===== src/rtl/iccm_boot_ctrl.sv =====
// ICCM boot loader: assembles little-endian 32-bit words from a byte stream
// and writes them to consecutive ICCM addresses until an end marker or a full ICCM.
module iccm_boot_ctrl #(
  parameter int          AW       = 13,
  parameter logic [31:0] END_WORD = 32'h0000_0FFF
) (
  input  logic          clk_i,
  input  logic          rst_i,
  input  logic          boot_en_i,
  input  logic [7:0]    rx_byte_i,
  input  logic          rx_valid_i,
  output logic [AW-1:0] iccm_ctrl_addr_o,
  output logic [31:0]   iccm_ctrl_wdata_o,
  output logic          iccm_ctrl_we_o,
  output logic          iccm_wsel_o,
  output logic          core_halt_o,
  output logic          done_o,
  output logic          ovf_o,
  output logic [AW:0]   word_cnt_o
);

  typedef enum logic [1:0] {IDLE, COLLECT, WRITE, DONE} state_t;

  state_t        state;
  state_t        state_next;
  logic [1:0]    byte_cnt;
  logic [23:0]   partial;
  logic [AW-1:0] addr;
  logic [AW:0]   word_cnt;
  logic [31:0]   wdata;
  logic          ovf;
  logic [31:0]   full_word;
  logic          last_addr;

  assign full_word = {rx_byte_i, partial};
  assign last_addr = (addr == {AW{1'b1}});

  always_ff @(posedge clk_i) begin
    if (rst_i) state <= IDLE;
    else       state <= state_next;
  end

  always_comb begin
    state_next  = state;
    iccm_ctrl_we_o = 1'b0;
    iccm_wsel_o = 1'b0;
    core_halt_o = 1'b1;
    done_o      = 1'b0;
    case (state)
      IDLE:    state_next = boot_en_i ? COLLECT : DONE;
      COLLECT: begin
        if (rx_valid_i && (byte_cnt == 2'd3))
          state_next = (full_word == END_WORD) ? DONE : WRITE;
      end
      WRITE: begin
        iccm_ctrl_we_o = 1'b1;
        state_next     = last_addr ? DONE : COLLECT;
      end
      DONE: begin
        iccm_wsel_o = 1'b1;
        core_halt_o = 1'b0;
        done_o      = 1'b1;
      end
      default: state_next = IDLE;
    endcase
  end

  // The byte counter is already zero while in WRITE, so a byte arriving then
  // becomes byte 0 of the next word; after the last address it is dropped.
  always_ff @(posedge clk_i) begin
    if (rst_i) begin
      byte_cnt <= 2'd0;
      partial  <= 24'd0;
      addr     <= '0;
      word_cnt <= '0;
      wdata    <= 32'd0;
      ovf      <= 1'b0;
    end else begin
      case (state)
        COLLECT: begin
          if (rx_valid_i) begin
            if (byte_cnt == 2'd3) begin
              byte_cnt <= 2'd0;
              if (full_word != END_WORD) wdata <= full_word;
            end else begin
              partial[{byte_cnt, 3'b000} +: 8] <= rx_byte_i;
              byte_cnt <= byte_cnt + 2'd1;
            end
          end
        end
        WRITE: begin
          word_cnt <= word_cnt + 1'b1;
          if (last_addr) begin
            ovf <= 1'b1;
          end else begin
            addr <= addr + 1'b1;
            if (rx_valid_i) begin
              partial[7:0] <= rx_byte_i;
              byte_cnt     <= 2'd1;
            end
          end
        end
        default: ;
      endcase
    end
  end

  assign iccm_ctrl_addr_o  = addr;
  assign iccm_ctrl_wdata_o = wdata;
  assign word_cnt_o        = word_cnt;
  assign ovf_o             = ovf;

endmodule


===== config.mk =====
export PLATFORM = sky130hd
export DESIGN_NAME = iccm_boot_ctrl
export DESIGN_NICKNAME = d
export VERILOG_FILES = /design/src/rtl/iccm_boot_ctrl.sv
export SDC_FILE = /design/constraint.sdc
export NUM_CORES = 1
export LEC_CHECK = 0
export ABC_AREA = 1
export CAP_MARGIN = 20
export CORE_MARGIN = 2
export CORE_UTILIZATION = 50
export CTS_CLUSTER_DIAMETER = 80
export DETAILED_ROUTE_END_ITERATION = 7
export GPL_TIMING_DRIVEN = 0
export PLACE_DENSITY = 0.77
export SLEW_MARGIN = 20
export SYNTH_ARGS = -nofsm -noshare
export SYNTH_HDL_FRONTEND = slang
export SYNTH_SLANG_ARGS = --single-unit

===== constraint.sdc =====
create_clock -name clk_i -period 3.8 [get_ports clk_i]
set_clock_uncertainty 0.05 [all_clocks]
set_input_delay 0.38 -clock clk_i [delete_from_list [all_inputs] [get_ports clk_i]]
set_output_delay 0.38 -clock clk_i [all_outputs]
set_load 0.01 [all_outputs]

======== Word level (Yosys, flattened, before mapping) ========
Cells that the tools add are included.
cells by class
  add/sub/neg operators ................... 4
  multipliers ............................. 0
  div/mod/pow operators ................... 0
  order comparisons ....................... 0
  equal/unequal tests ..................... 12
  shift operators ......................... 2
  mux-type cells .......................... 19
  bitwise operators ....................... 2
  reduce and logical (&&, ||, !) cells .... 11
operators with widths
  kind                                                   number
  == test 32 x 12 -> 1 bit (second input constant)       1
  two-way mux 8 bit                                      4
  != test 32 x 12 -> 1 bit (second input constant)       1
  bitwise mux 24 bit                                     1
  variable shift 8 x 7 -> 24 bit (first input constant)  1
  variable part select 8 x 7 -> 24 bit                   1
  one-hot mux 8 bit (2 select lines)                     1
  adder 14 x 1 -> 14 bit (second input constant)         1
  two-way mux 2 bit                                      7
  adder 13 x 1 -> 13 bit (second input constant)         1
  == test 13 bit (second input constant)                 1
  != test 2 bit (second input constant)                  5
  AND reduction 4 bit                                    2
  negation 5 -> 7 bit                                    1
  == test 2 bit (second input constant)                  3
  one-hot mux 2 bit (3 select lines)                     1
  AND reduction 2 bit                                    3
  AND reduction 5 bit                                    1
  two-way mux 1 bit                                      4
  one-hot mux 2 bit (2 select lines)                     1
  AND reduction 3 bit                                    1
  nonzero test 3 bit                                     1
  adder 2 x 1 -> 2 bit (second input constant)           1
  == test 2 x 1 -> 1 bit (second input constant)         1
  other kinds (4)                                        5
storage, ports and cells
  bits in registers ....................... 88
  bits in latches ......................... 0
  memory bits (writable) .................. 0
  ROM bits ................................ 0
  memories ................................ 0

======== Depth between registers and ports, before layout ========
  depth in word-level cells ............... 6
  gate-level depth with buffers ........... 12
  gate-level depth less buffers ........... 12

======== Worst setup path after synthesis ========
No wires, ideal clock.
  path kind ............................... register to register
  from .................................... register byte_cnt[0]
  to ...................................... register partial[1]
  setup time .............................. 0.114 ns
  arrival time ............................ 1.594 ns
  data required time ...................... 3.636 ns
  path slack .............................. 2.042 ns
  cell stages (with the launch flop) ...... 9
  period minus slack after synthesis ...... 1.758 ns
  cells stage by stage .................... dfxtp_1 > inv_1 > ha_1 > buf_2 > inv_1 > a31oi_1 > inv_1 > a21oi_1 > nor2_1
between the ends
  longest elaborated chain between the ends .. 6
  elaborated cells between the ends (all ways) .. 10
  classes of those cells .................. add/sub (1); eq/ne (2); shift (2); mux (4); reduce/logical (1)
RTL lines
  item                                                                                    RTL line  RTL
  start, declared                                                                         26        logic [1:0] byte_cnt;
  start signal, assigned                                                                  87        byte_cnt <= byte_cnt + 2'd1;
  negation 5 -> 7 bit                                                                     86        partial[{byte_cnt, 3'b000} +: 8] <= rx_byte_i;
  variable part select 8 x 7 -> 24 bit or variable shift 8 x 7 -> 24 bit (tied branches)  86
  bitwise mux 24 bit                                                                      86
  two-way mux 8 bit                                                                       82        if (byte_cnt == 2'd3) begin
  two-way mux 8 bit                                                                       81        if (rx_valid_i) begin
  one-hot mux 8 bit (2 select lines)                                                      79        case (state)
  end signal, assigned by index                                                           86
  end signal, assigned                                                                    98        partial[7:0] <= rx_byte_i;
  end, declared                                                                           27        logic [23:0] partial;
Parallel ways exist; a longest one is shown, timed or not. The select of a mux whose other input is x is not followed.
A chain may end at the register's enable or synchronous reset.

======== Worst setup path after layout ========
  from .................................... register state[1]
  to ...................................... output iccm_ctrl_we_o
between the ends
  longest elaborated chain between the ends .. 2
RTL lines
  item                    RTL line  RTL
  start, declared         24        state_t state;
  start signal, assigned  40        else state <= state_next;
  == test 2 bit           49        case (state)
  two-way mux 1 bit       49
  end, declared           14        output logic iccm_ctrl_we_o,
Every way passes these cells.

==> metrics.md <==
| Metric | Value |
|---|---|
| Final min period | 2.18 ns |
| CP Cell Sequence | ha_1, clkdlybuf4s50_1 |
| Tcrit/Tclk final | 57.3% |
| Vias in the first global route | 3754 |
| # hold bufs at CTS | 0 |
| Synth Area in Adders | 3.04% |
| Syn_nets | 619 |
| Final hold vios | 0 |
| Sum Neg Setup Slack | 0 ns |
| Run status | finished clean |
| Leak Pwr | 2.02 nW |
| Largest net degree at the start of global routing | 15 |
| Post-CTS setup buffer count | 0 |
| Simple-gate area share of the yosys netlist | 31.5% |
| DRT antenna net count | 0 |
| Critical path type | flip-flop to output pin |
| Clk network pwr share | 25.7% |
| DRC | 0 |
| R2R Setup Slk | 1.76 ns |
| Mux contribution to synthesized area | 0% |
| Worst EP arrival | 1.75 ns |
| Worst R2R Path Depth | 8 |
| Worst Path Buf+Inv | 1 |
| Xor-xnor portion of the synthesized cell area | 0.426% |
| Via density | 5.05 |
| Worst path required time | 3.37 ns |
| DR iter-0 viols | 213 |
| HP Class | flip-flop to flip-flop |
| Worst-path fanout max | 6 |
| Max-cap check violation count | 0 |
| Initial Util | 50.9% |
| RSZ-0062 raised after global routing | false |
| Clk root buf | clkbuf_8 |
| Final-stage net count | 704 |
| Die W | 94.7 µm |
| Longest Clk Path Bufs | 2 |
| Full die area | 8970 µm² |
| Fill count | 788 |
| CTS H-tree lvls | 3 |
| # rows | 33 |
| Crit end category | output pin |
| Internal power | 1.59 mW |
| Initial antenna violation count | 0 |
| Min-Delay Path Depth | 2 |
| Slew @ Worst Pin | 0.572 ns |
| Largest stage delay on the critical path | 0.60 ns |
| Top Layer Used | met4 |
| R2r startpoint | byte_cnt[0] |
| Routed len/inst | 12.7 µm |
| CTS tree | done |
| Post-cts sizing count | 0 |
| Critical path's slowest cell | clkdlybuf4s50_1 |
| Clk slew on worst S/H paths | 0.09 ns |
| CP Launch Type | flip-flop |
| Combinational Power Share | 31.1% |
| Area grow syn2layout | 25.7% |
| Cell area after synthesis | 4120 µm² |
| Fmax | 459 MHz |
| Hold path start | ovf_o |
| Power, Total | 2.49 mW |
| HPWL after DPL | 7290 µm |
| Clock Latency Late Sink | 0.37 ns |
| Overflow after GRT | 0 |
| DRT Wirelength | 10000 µm |
| Main combinational cell family by area after synthesis | simple AND/OR/NAND/NOR gates |
| Complex-gate fraction of the synthesized area | 12.2% |
| Vias | 3998 |
| First-pass GRT wire length | 16900 µm |
| Metal1 wirelength | 4520 µm |
| Fraction of layout cells with a size suffix above 1 | 6.70% |
| Die height | 94.7 µm |
| Maximum VDD drop | 0.000251 V |
| Pwr/cell area | 482 nW/µm² |
| Warnings, synthesis | 0 |
| CP delay by family, top | buffers and inverters |
| Core area | 8090 µm² |
| Routed wl met2 | 4820 µm |
| Flop pwr share | 43.2% |
| Setup violators final | 0 |
| Cell Count, Final, Fillers Out | 792 |
| TritonCTS Buffers | 9 |
| Synth unique cells | 31 |
| GP Congestion | 0.887 |
| Most frequent cells in the layout | nand2_1, nor2_1, dfxtp_1 |
| I/O Pins | 76 |
| Syn Area/Cell | 6.90 µm² |
| Met3 wire len | 541 µm |
| Synth Register Bits | 88 |
| # diodes | 0 |
| Most common cell after layout, fill and taps aside | nand2_1 |
| PortBufs | 74 |
| Cells after synthesis | 597 |
| TritonRoute pass-1 iters | 5 |
| Net load switching power | 0.903 mW |
| # clock sinks | 88 |
| Post-synthesis sequential area ratio | 42.8% |
| Worst Hold End | ovf_o |
| Max-slew violation count | 0 |
| Inst Count DP | 776 |
| Worst reg2reg endpoint | partial[1] |
| Switching fraction of total power | 36.2% |
| Slew Limit Headroom | 61.8% |
| Tot GR Track Use | 23.9% |
-- worst reg2reg max path, stage by stage, from the launching register on --
cell     delay [ns]
dfxtp_1        0.41
inv_1          0.13
ha_1           0.29
buf_2          0.18
inv_1          0.05
a31oi_1        0.46
inv_1          0.12
a21oi_1        0.20
nor2_1         0.06
-- flip-flops by register name, indices dropped and copies added, names as in the netlist --
register / flops
iccm_ctrl_wdata_o: 32
partial: 24
ovf_o: 1
state: 2
word_cnt_o: 14
byte_cnt: 2
iccm_ctrl_addr_o: 13
-- worst max-delay path by stage --
stage / end / cells after the start / start
after global placement: iccm_ctrl_wdata_o[6] / 11 / rx_byte_i[4]
after global routing: partial[1] / 8 / byte_cnt[0]
final: iccm_ctrl_we_o / 2 / state[1]
after detailed placement: iccm_ctrl_wdata_o[6] / 10 / rx_byte_i[4]
after floorplan: partial[1] / 8 / byte_cnt[0]
after CTS: iccm_ctrl_we_o / 2 / state[1]
-- stage by stage --
step,util [%],instance area (µm²),setup slack [ns],hold slack [ns]
floorplan,-,4120,2.04,0.402
global placement,61.6,4990,1.67,0.389
detailed placement,61.6,4990,1.65,0.393
CTS,64.0,5180,1.63,0.408
global route,64.0,5180,1.52,0.439
finish,64.0,5180,1.62,0.407
-- cell usage after synthesis, drive strengths merged --
cell	n	area share, %
nand2	145	14
nor2	138	13
dfxtp	88	43
inv	71	6.5
a21oi	24	3.0
o21ai	20	2.4
a31oi	18	2.7
a211oi	17	3.1
buf	17	2.9
nor3	13	1.6
nand3	12	1.7
ha	10	3.0
nand4	9	1.4
clkbuf	7	0.64
o21a	3	0.55
a21boi	1	0.18
a21o	1	0.18
nor3b	1	0.18
xnor2	1	0.21
xor2	1	0.21
-- per-layer routing --
metal	vias to the layer above	track usage (%)
met5	-	0
met2	112	39.9
met3	14	5.03
met1	1827	30.8
li1	2045	-
met4	0	8.21
-- cell families (layout without fill, tap and decap cells) --
group | after synthesis | after routing
xor+xnor | 2 | 2
compound gates | 84 | 84
flops | 88 | 88
buf+inv | 95 | 185
fa+ha+maj | 10 | 10
simple gates | 318 | 318
-- final cells by class --
type	instances	area [µm²]	area share, %
inverter	71	267	5.15
clock inverter	6	60.1	1.16
sequential	88	1760	34.0
timing repair buffer	74	741	14.3
tap	105	131	2.54
clock buffer	10	128	2.47
multi-input combinational	414	1940	37.5
buffer	24	148	2.85
-- power groups by stage --
stage | logic [mW] | registers, mW | clock network, mW
after floorplan | 0.542 | 1.09 | 0
after global placement | 0.738 | 1.09 | 0
after detailed placement | 0.759 | 1.10 | 0
after CTS | 0.772 | 1.07 | 0.648
after global routing | 0.883 | 1.09 | 0.684
final | 0.776 | 1.08 | 0.640
No activity file was read; power rests on OpenSTA's default activity.
